==> config.mk <==
export PLATFORM = sky130hd
export DESIGN_NAME = fsm_slave
export DESIGN_NICKNAME = d
export VERILOG_FILES = /design/src/rtl/fsm_slave.sv
export SDC_FILE = /design/constraint.sdc
export NUM_CORES = 1
export LEC_CHECK = 0
export CAP_MARGIN = 30
export CORE_MARGIN = 3
export CORE_UTILIZATION = 54
export CTS_BUF_LIST = sky130_fd_sc_hd__clkbuf_16
export DETAILED_ROUTE_END_ITERATION = 12
export DONT_BUFFER_PORTS = 1
export PLACE_DENSITY = 0.78
export SYNTH_ARGS = -nofsm -noshare
export SYNTH_HDL_FRONTEND = slang
export SYNTH_SLANG_ARGS = --single-unit
==> constraint.sdc <==
create_clock -name clk -period 6.3 [get_ports clk]
set_clock_uncertainty 0.2 [all_clocks]
set_input_delay 0.315 -clock clk [delete_from_list [all_inputs] [get_ports clk]]
set_output_delay 0.315 -clock clk [all_outputs]
set_load 0.01 [all_outputs]
==> src/rtl/fsm_slave.sv <==
// Bit-level serial target (I2C-style, configurable bit order): synchronizes SCL/SDA,
// detects START/STOP, decodes its address and moves bytes in both directions.
module fsm_slave #(
  parameter logic [6:0] SLAVE_ADDRESS = 7'b1011010,
  parameter int         LSB_FIRST     = 1
) (
  input  logic       clk,
  input  logic       rst_,
  input  logic       scl_in,
  input  logic       sda_in,
  output logic       sda_out,
  output logic       sda_select,
  output logic [7:0] rx_data,
  output logic       rx_valid,
  input  logic [7:0] tx_data,
  output logic       tx_req,
  output logic       busy,
  output logic [2:0] state_dbg_o
);

  // Handshake: rx_valid and tx_req are single-clk strobes; no back-pressure exists.
  typedef enum logic [2:0] {
    IDLE, ADDR, ADDR_ACK, RX, RX_ACK, TX, TX_ACK, WAIT_STOP
  } state_t;

  state_t     state_q;
  logic       scl_s1_q, scl_s2_q, scl_d1_q;
  logic       sda_s1_q, sda_s2_q, sda_d1_q;
  logic [2:0] cnt_q;
  logic [7:0] sh_q;
  logic [7:0] txb_q;
  logic       rw_q;
  logic       ack_seen_q;
  logic       sel_q;
  logic [7:0] rx_data_q;
  logic       rx_valid_q;
  logic       tx_req_q;
  logic       busy_q;

  logic       scl_rise, scl_fall, start_det, stop_det;
  logic [7:0] sh_d;
  logic [6:0] addr_d;
  logic       rw_d;

  function automatic logic tx_bit(input logic [7:0] b, input logic [2:0] i);
    return (LSB_FIRST != 0) ? b[i] : b[3'd7 - i];
  endfunction

  assign scl_rise  = scl_s2_q & ~scl_d1_q;
  assign scl_fall  = ~scl_s2_q & scl_d1_q;
  // Require SCL high on both samples so an SDA change at an SCL edge is never a START/STOP.
  assign start_det = sda_d1_q & ~sda_s2_q & scl_s2_q & scl_d1_q;
  assign stop_det  = ~sda_d1_q & sda_s2_q & scl_s2_q & scl_d1_q;

  assign sh_d   = (LSB_FIRST != 0) ? {sda_s2_q, sh_q[7:1]} : {sh_q[6:0], sda_s2_q};
  assign addr_d = (LSB_FIRST != 0) ? sh_d[6:0] : sh_d[7:1];
  assign rw_d   = (LSB_FIRST != 0) ? sh_d[7] : sh_d[0];

  always_ff @(posedge clk or negedge rst_) begin
    if (!rst_) begin
      state_q    <= IDLE;
      scl_s1_q   <= 1'b1;
      scl_s2_q   <= 1'b1;
      scl_d1_q   <= 1'b1;
      sda_s1_q   <= 1'b1;
      sda_s2_q   <= 1'b1;
      sda_d1_q   <= 1'b1;
      cnt_q      <= 3'd0;
      sh_q       <= 8'h00;
      txb_q      <= 8'h00;
      rw_q       <= 1'b0;
      ack_seen_q <= 1'b0;
      sel_q      <= 1'b0;
      rx_data_q  <= 8'h00;
      rx_valid_q <= 1'b0;
      tx_req_q   <= 1'b0;
      busy_q     <= 1'b0;
    end else begin
      scl_s1_q   <= scl_in;
      scl_s2_q   <= scl_s1_q;
      scl_d1_q   <= scl_s2_q;
      sda_s1_q   <= sda_in;
      sda_s2_q   <= sda_s1_q;
      sda_d1_q   <= sda_s2_q;
      rx_valid_q <= 1'b0;
      tx_req_q   <= 1'b0;
      if (start_det) begin
        state_q    <= ADDR;
        cnt_q      <= 3'd0;
        sel_q      <= 1'b0;
        busy_q     <= 1'b0;
        ack_seen_q <= 1'b0;
      end else if (stop_det) begin
        state_q    <= IDLE;
        cnt_q      <= 3'd0;
        sel_q      <= 1'b0;
        busy_q     <= 1'b0;
        ack_seen_q <= 1'b0;
      end else begin
        case (state_q)
          ADDR: begin
            if (scl_rise) begin
              sh_q  <= sh_d;
              cnt_q <= cnt_q + 3'd1;
              if (cnt_q == 3'd7) begin
                if (addr_d == SLAVE_ADDRESS) begin
                  state_q  <= ADDR_ACK;
                  busy_q   <= 1'b1;
                  rw_q     <= rw_d;
                  tx_req_q <= rw_d;
                end else begin
                  state_q <= WAIT_STOP;
                end
              end
            end
          end
          // First fall after the byte starts the ACK, the second one ends it.
          ADDR_ACK, RX_ACK: begin
            if (scl_fall) begin
              if (!sel_q) begin
                sel_q <= 1'b1;
              end else if (state_q == RX_ACK || !rw_q) begin
                sel_q   <= 1'b0;
                state_q <= RX;
              end else begin
                txb_q   <= tx_data;
                sel_q   <= ~tx_bit(tx_data, 3'd0);
                cnt_q   <= 3'd0;
                state_q <= TX;
              end
            end
          end
          RX: begin
            if (scl_rise) begin
              sh_q  <= sh_d;
              cnt_q <= cnt_q + 3'd1;
              if (cnt_q == 3'd7) begin
                rx_data_q  <= sh_d;
                rx_valid_q <= 1'b1;
                state_q    <= RX_ACK;
              end
            end
          end
          // cnt_q counts rising edges; once it wraps to 0 all 8 bits have been clocked out.
          TX: begin
            if (scl_rise) begin
              cnt_q <= cnt_q + 3'd1;
            end else if (scl_fall) begin
              if (cnt_q == 3'd0) begin
                sel_q   <= 1'b0;
                state_q <= TX_ACK;
              end else begin
                sel_q <= ~tx_bit(txb_q, cnt_q);
              end
            end
          end
          TX_ACK: begin
            if (scl_rise) begin
              if (!sda_s2_q) begin
                ack_seen_q <= 1'b1;
                tx_req_q   <= 1'b1;
              end else begin
                sel_q   <= 1'b0;
                state_q <= WAIT_STOP;
              end
            end else if (scl_fall && ack_seen_q) begin
              ack_seen_q <= 1'b0;
              txb_q      <= tx_data;
              sel_q      <= ~tx_bit(tx_data, 3'd0);
              cnt_q      <= 3'd0;
              state_q    <= TX;
            end
          end
          WAIT_STOP: sel_q <= 1'b0;
          default:   sel_q <= 1'b0;
        endcase
      end
    end
  end

  assign sda_out     = 1'b0;
  assign sda_select  = sel_q;
  assign rx_data     = rx_data_q;
  assign rx_valid    = rx_valid_q;
  assign tx_req      = tx_req_q;
  assign busy        = busy_q;
  assign state_dbg_o = state_q;

endmodule
## Word-level counts from Yosys, hierarchy flattened

Index checks and enable logic that the tools add are counted.

| storage, ports and cells | value |
|---|---|
| flip-flop bits (word level) | 42 |
| input port bits | 12 |

| cells by class | value |
|---|---|
| add/sub/neg operators | 1 |
| order comparisons | 1 |
| equality and inequality tests | 30 |
| mux-type cells | 71 |
| bitwise gates (word level) | 16 |
| reduce and logical (&&, ||, !) cells | 25 |

Operators by type and width:

| operator | count |
|---|---|
| 3-bit 2-to-1 mux | 24 |
| 4-bit inequality test, second input constant | 12 |
| 8-bit 2-to-1 mux | 5 |
| 1-bit 2-to-1 mux | 36 |
| 8-bit case mux with 2 select lines | 1 |
| 3-bit case mux with 5 select lines | 1 |
| 3-bit nonzero test | 5 |
| 3-bit equality test, second input constant | 4 |
| 12-bit AND reduction | 1 |
| 6-bit AND reduction | 2 |
| 2-bit inequality test, second input constant | 5 |
| 5-bit inequality test, second input constant | 2 |
| 3-bit case mux with 3 select lines | 1 |
| 1-bit AND | 8 |
| 1-bit NOT | 8 |
| 4-bit AND reduction | 2 |
| 8-bit AND reduction | 1 |
| 7-bit equality test, second input constant | 1 |
| 7-bit AND reduction | 1 |
| 7-bit nonzero test | 1 |
| 3-bit by 2-bit equality test with 1-bit output, second input constant | 2 |
| 5-bit AND reduction | 1 |
| 5-bit nonzero test | 1 |
| 3-bit by 4-bit less-than comparator with 1-bit output, second input constant | 1 |
| other kinds (17) | 18 |

## Longest topological paths before layout

| logic depth | value |
|---|---|
| word-level depth | 9 |
| mapped depth | 7 |
| mapped depth without buffers | 7 |

## Worst setup path before layout

No wires, ideal clock.

| timing path | value |
|---|---|
| kind | reg2reg |
| start | register scl_s2_q |
| end | register rx_data_q[0] (netlist: rx_data[0]) |
| library setup time | 125 ps |
| data arrival time | 1802 ps |
| required time | 5975 ps |
| slack | 4173 ps |
| cell stages (with the launch flop) | 8 |
| clock period less this slack | 2127 ps |
| cells stage by stage | dfstp_2 -> buf_2 -> nor2b_4 -> nand2_1 -> nor2_4 -> and3_1 -> buf_4 -> mux2_2 |

| between the ends | value |
|---|---|
| cells in the longest elaborated chain, start to end | 4 |
| elaborated cells between the ends (all ways) | 8 |
| classes of those cells | bitwise (7); reduce/logical (1) |

Ends and longest elaborated chain:

| what | RTL line | text |
|---|---|---|
| start: declaration | 27 | `logic scl_s1_q, scl_s2_q, scl_d1_q;` |
| start signal: assignment | 80 | `scl_s2_q <= scl_s1_q;` |
| 1-bit AND (on tied branches) (2 in a row) | 53, 52 |  |
| 1-bit NOT (no source line) | n/a |  |
| 5-bit AND reduction (no source line) * | n/a |  |
| end signal: assignment | 74 | `rx_data_q <= 8'h00;` |
| end signal: assignment | 138 | `rx_data_q <= sh_d;` |
| end: declaration | 35 | `logic [7:0] rx_data_q;` |

Every way passes the cells marked *; elsewhere a longest branch is shown, timed or not.
A chain may end at the register's enable or synchronous reset.

## Worst setup path in the final report

| timing path | value |
|---|---|
| start | register state_q[0] (netlist: state_dbg_o[0]) |
| end | register rx_data_q[4] (netlist: rx_data[4]) |

| between the ends | value |
|---|---|
| cells in the longest elaborated chain, start to end | 2 |

Ends and longest elaborated chain:

| what | RTL line | text |
|---|---|---|
| start: declaration | 26 | `state_t state_q;` |
| start signal: assignment | 61 | `state_q <= IDLE;` |
| start signal: assignment | 88 | `state_q <= ADDR;` |
| start signal: assignment | 94 | `state_q <= IDLE;` |
| 3-bit by 2-bit equality test with 1-bit output | 100 | `case (state_q)` |
| 5-bit AND reduction (no source line) | n/a |  |

No other way between the ends.

==> flow_summary.ini <==
[run_status]
status = completed

[clock_network]
clkSinkCount = 41
ctsResizeCount = 0
clockBufferDepth = 2
numCtsBuffers = 5
cts_tree = built
clock_latency_ns = 0.28
clk_pin_slew_ns = 0.06
h-tree-depth = 2
ctsRootBufferMaster = clkbuf_16
post_cts_buffers = 0

[cells_and_area]
regArea_sq_um = 1030
fin_nets = 196
multi_input_area_sq_um = 982
layout-drive-gt1-share = 0.286
final_common_cell = dfrtp_1
fill_cells = 265
final_cell_mix = 35 x dfrtp_1, 27 x mux2_2, 11 x dlygate4sd3_1
synthToLayoutAreaGrowth_pct = 13.3
antenna_cells = 0

[setup_path]
cp_data_arrival_time_ns = 2.48
crit_path_end_kind = register
crit_fanout = 21
cp-start-kind = register
r2r_slack_ns = 3.79
required_ns = 6.26
crit_type = reg2reg

[synth]
netlist-cell-type-count = 54
synth_area_leaders = dfrtp_1 42%, mux2_2 15%, dfstp_2 7.5%
yosys_warnings = 0
ys_seq_area_frac = 0.494
synth_area_sq_um = 2090
syn_avg_cell_area_sq_um = 12.2
syn_inst = 172
ys_ff_latch = 41
synth_fp_nets = 187
synth.largest_area_cell = dfrtp_1
synth-main-ff-cell = dfrtp_1
synth_edf_count = 0
ys_async_sr_fraction = 1.00
synth_top_cell_area_share = 0.419

[timing]
fin_tns_setup_ns = 0
worstMarginPinSlew_ns = 0.766
slew_headroom = 0.490
rsz0062_at_grt = false
finalSetupViolations = 0
period_needed_ns = 2.51
drv_slew = 0
hold_slack_ns = 0.155
fin_crit_sh = 0.399
clock.fmax_mhz = 398
hold_viol = 0

[global_route]
grt_usage = 0.206
gr-total-overflow = 0
antenna_found_initial = 0
grt_max_degree = 42
grt_pass1_wl_um = 6870
grt_pass1_vias = 1444

[routing]
drt-initial-drc-count = 71
routed_wl_um = 4120
detail_route.vias_per_cell = 6.09
antenna_left = 0
wl_per_cell_um = 18.0
drc_errors = 0
vias = 1388
drt_pass1_iterations = 4

[worst_hold_path]
hold_path.class = reg2reg

[power]
p_leak_nw = 1.02
power_density_nw_per_um2 = 431
ir_worst_vdd_mv = 0.272
finalPower_mw = 1.02

[placement]
globalplace.congestion = 0.882
port_buffers = 0
place_hpwl_um = 2850

[die]
die_w_um = 68.2
coreArea_sq_um = 3520
io_pins = 28
dieHeight_um = 68.2
rows = 21
start_util = 0.594
die_area_sq_um = 4650

[flow_run]
drv_cap = 0
-- state kept, by name, summed over array words and instances, names as in the netlist --
signal	flops
state_dbg_o	3
busy	1
sda_s1_q	1
scl_d1_q	1
rx_valid	1
scl_s1_q	1
rx_data	8
scl_s2_q	1
cnt_q	3
tx_req	1
ack_seen_q	1
txb_q	8
sda_d1_q	1
rw_d	1
rw_q	1
sda_select	1
sh_q	7
-- Yosys cell counts (all sizes together) (2+ instances only) --
master	count
nand3	3
nand3b	4
o211ai	2
mux2	27
ha	3
a22o	3
o21ai	10
o2bb2ai	2
mux4	2
dfrtp	35
or3	4
clkbuf	4
nor3b	2
a31oi	2
or2	2
nor2	5
and3	2
xnor2	2
a211oi	2
a21oi	7
nor2b	3
nand2b	3
buf	6
inv	6
nand4b	2
dfstp	6
nand2	6
-- path summary, 6_finish.rpt --
check / to / depth (start not counted) / start
max: rx_data[4]$_DFFE_PN0P_ / 4 / state_dbg_o[0]$_DFFE_PN0P_
min: rw_d$_DFF_PN1_ / 0 / sda_s1_q$_DFF_PN1_
max reg2reg: rx_data[4]$_DFFE_PN0P_ / 4 / state_dbg_o[0]$_DFFE_PN0P_
min reg2reg: rw_d$_DFF_PN1_ / 0 / sda_s1_q$_DFF_PN1_
max in group asynchronous: rw_d$_DFF_PN1_ / 2 / rst_
min in group asynchronous: state_dbg_o[1]$_DFFE_PN0P_ / 2 / rst_
-- kinds of logic (layout without fill, tap and decap cells) --
| family | after synthesis | in the layout | share of synthesized area |
|---|---|---|---|
| compound gates | 37 | 37 | 0.126 |
| xor+xnor | 3 | 3 | 0.0126 |
| fa+ha+maj | 3 | 3 | 0.0180 |
| buf+inv | 16 | 26 | 0.0359 |
| flops | 41 | 41 | 0.494 |
| mux | 30 | 30 | 0.174 |
| other cells | 1 | 1 | 0.00179 |
| simple gates | 41 | 41 | 0.138 |
-- per-stage QoR --
step | worst slack, ns | cell area (sq um) | std cells | util
3_3_place_gp | 3.92 | 2100 | 208 | 0.595
4_1_cts | 3.78 | 2370 | 228 | 0.673
5_1_grt | 3.65 | 2370 | 228 | 0.673
6_report | 3.79 | 2370 | 228 | 0.673
2_1_floorplan | 4.17 | 2090 | 172 | -
3_5_place_dp | 3.78 | 2100 | 208 | 0.595
-- report_power, final --
part / switching, mW / internal, mW / total, mW
sequential: 0.115 / 0.337 / 0.452
clock: 0.0994 / 0.145 / 0.244
combinational: 0.141 / 0.185 / 0.326
-- critical path, stage by stage (launching register included) --
cell and delay [ns]:
dfrtp_1 0.76, nand2_1 0.31, nor2_4 0.29, and3_1 0.44, mux2_2 0.38
-- layer usage --
metal  vias up  routed length, um  global-route usage
li1        653                  -                   -
met1       689               1710               0.248
met2        39               2110               0.351
met3         7                223              0.0542
met4         0                 78              0.0769
met5         -                  0                   0
-- cell type report --
| class | instances | area share |
|---|---|---|
| well taps | 46 | 0.0243 |
| clock buffers | 5 | 0.0528 |
| repair buffers | 12 | 0.0549 |
| inverters | 6 | 0.00951 |
| flip-flops and latches | 41 | 0.436 |
| multi-input cells | 115 | 0.415 |
| clock inverters | 3 | 0.00740 |
-- timing repair --
action / CTS / global route
endpoints found under the hold margin: 51 / 0
setup endpoints to repair: 0 / 0
hold buffers: 12 / 0
(Power assumes the default switching activity.)
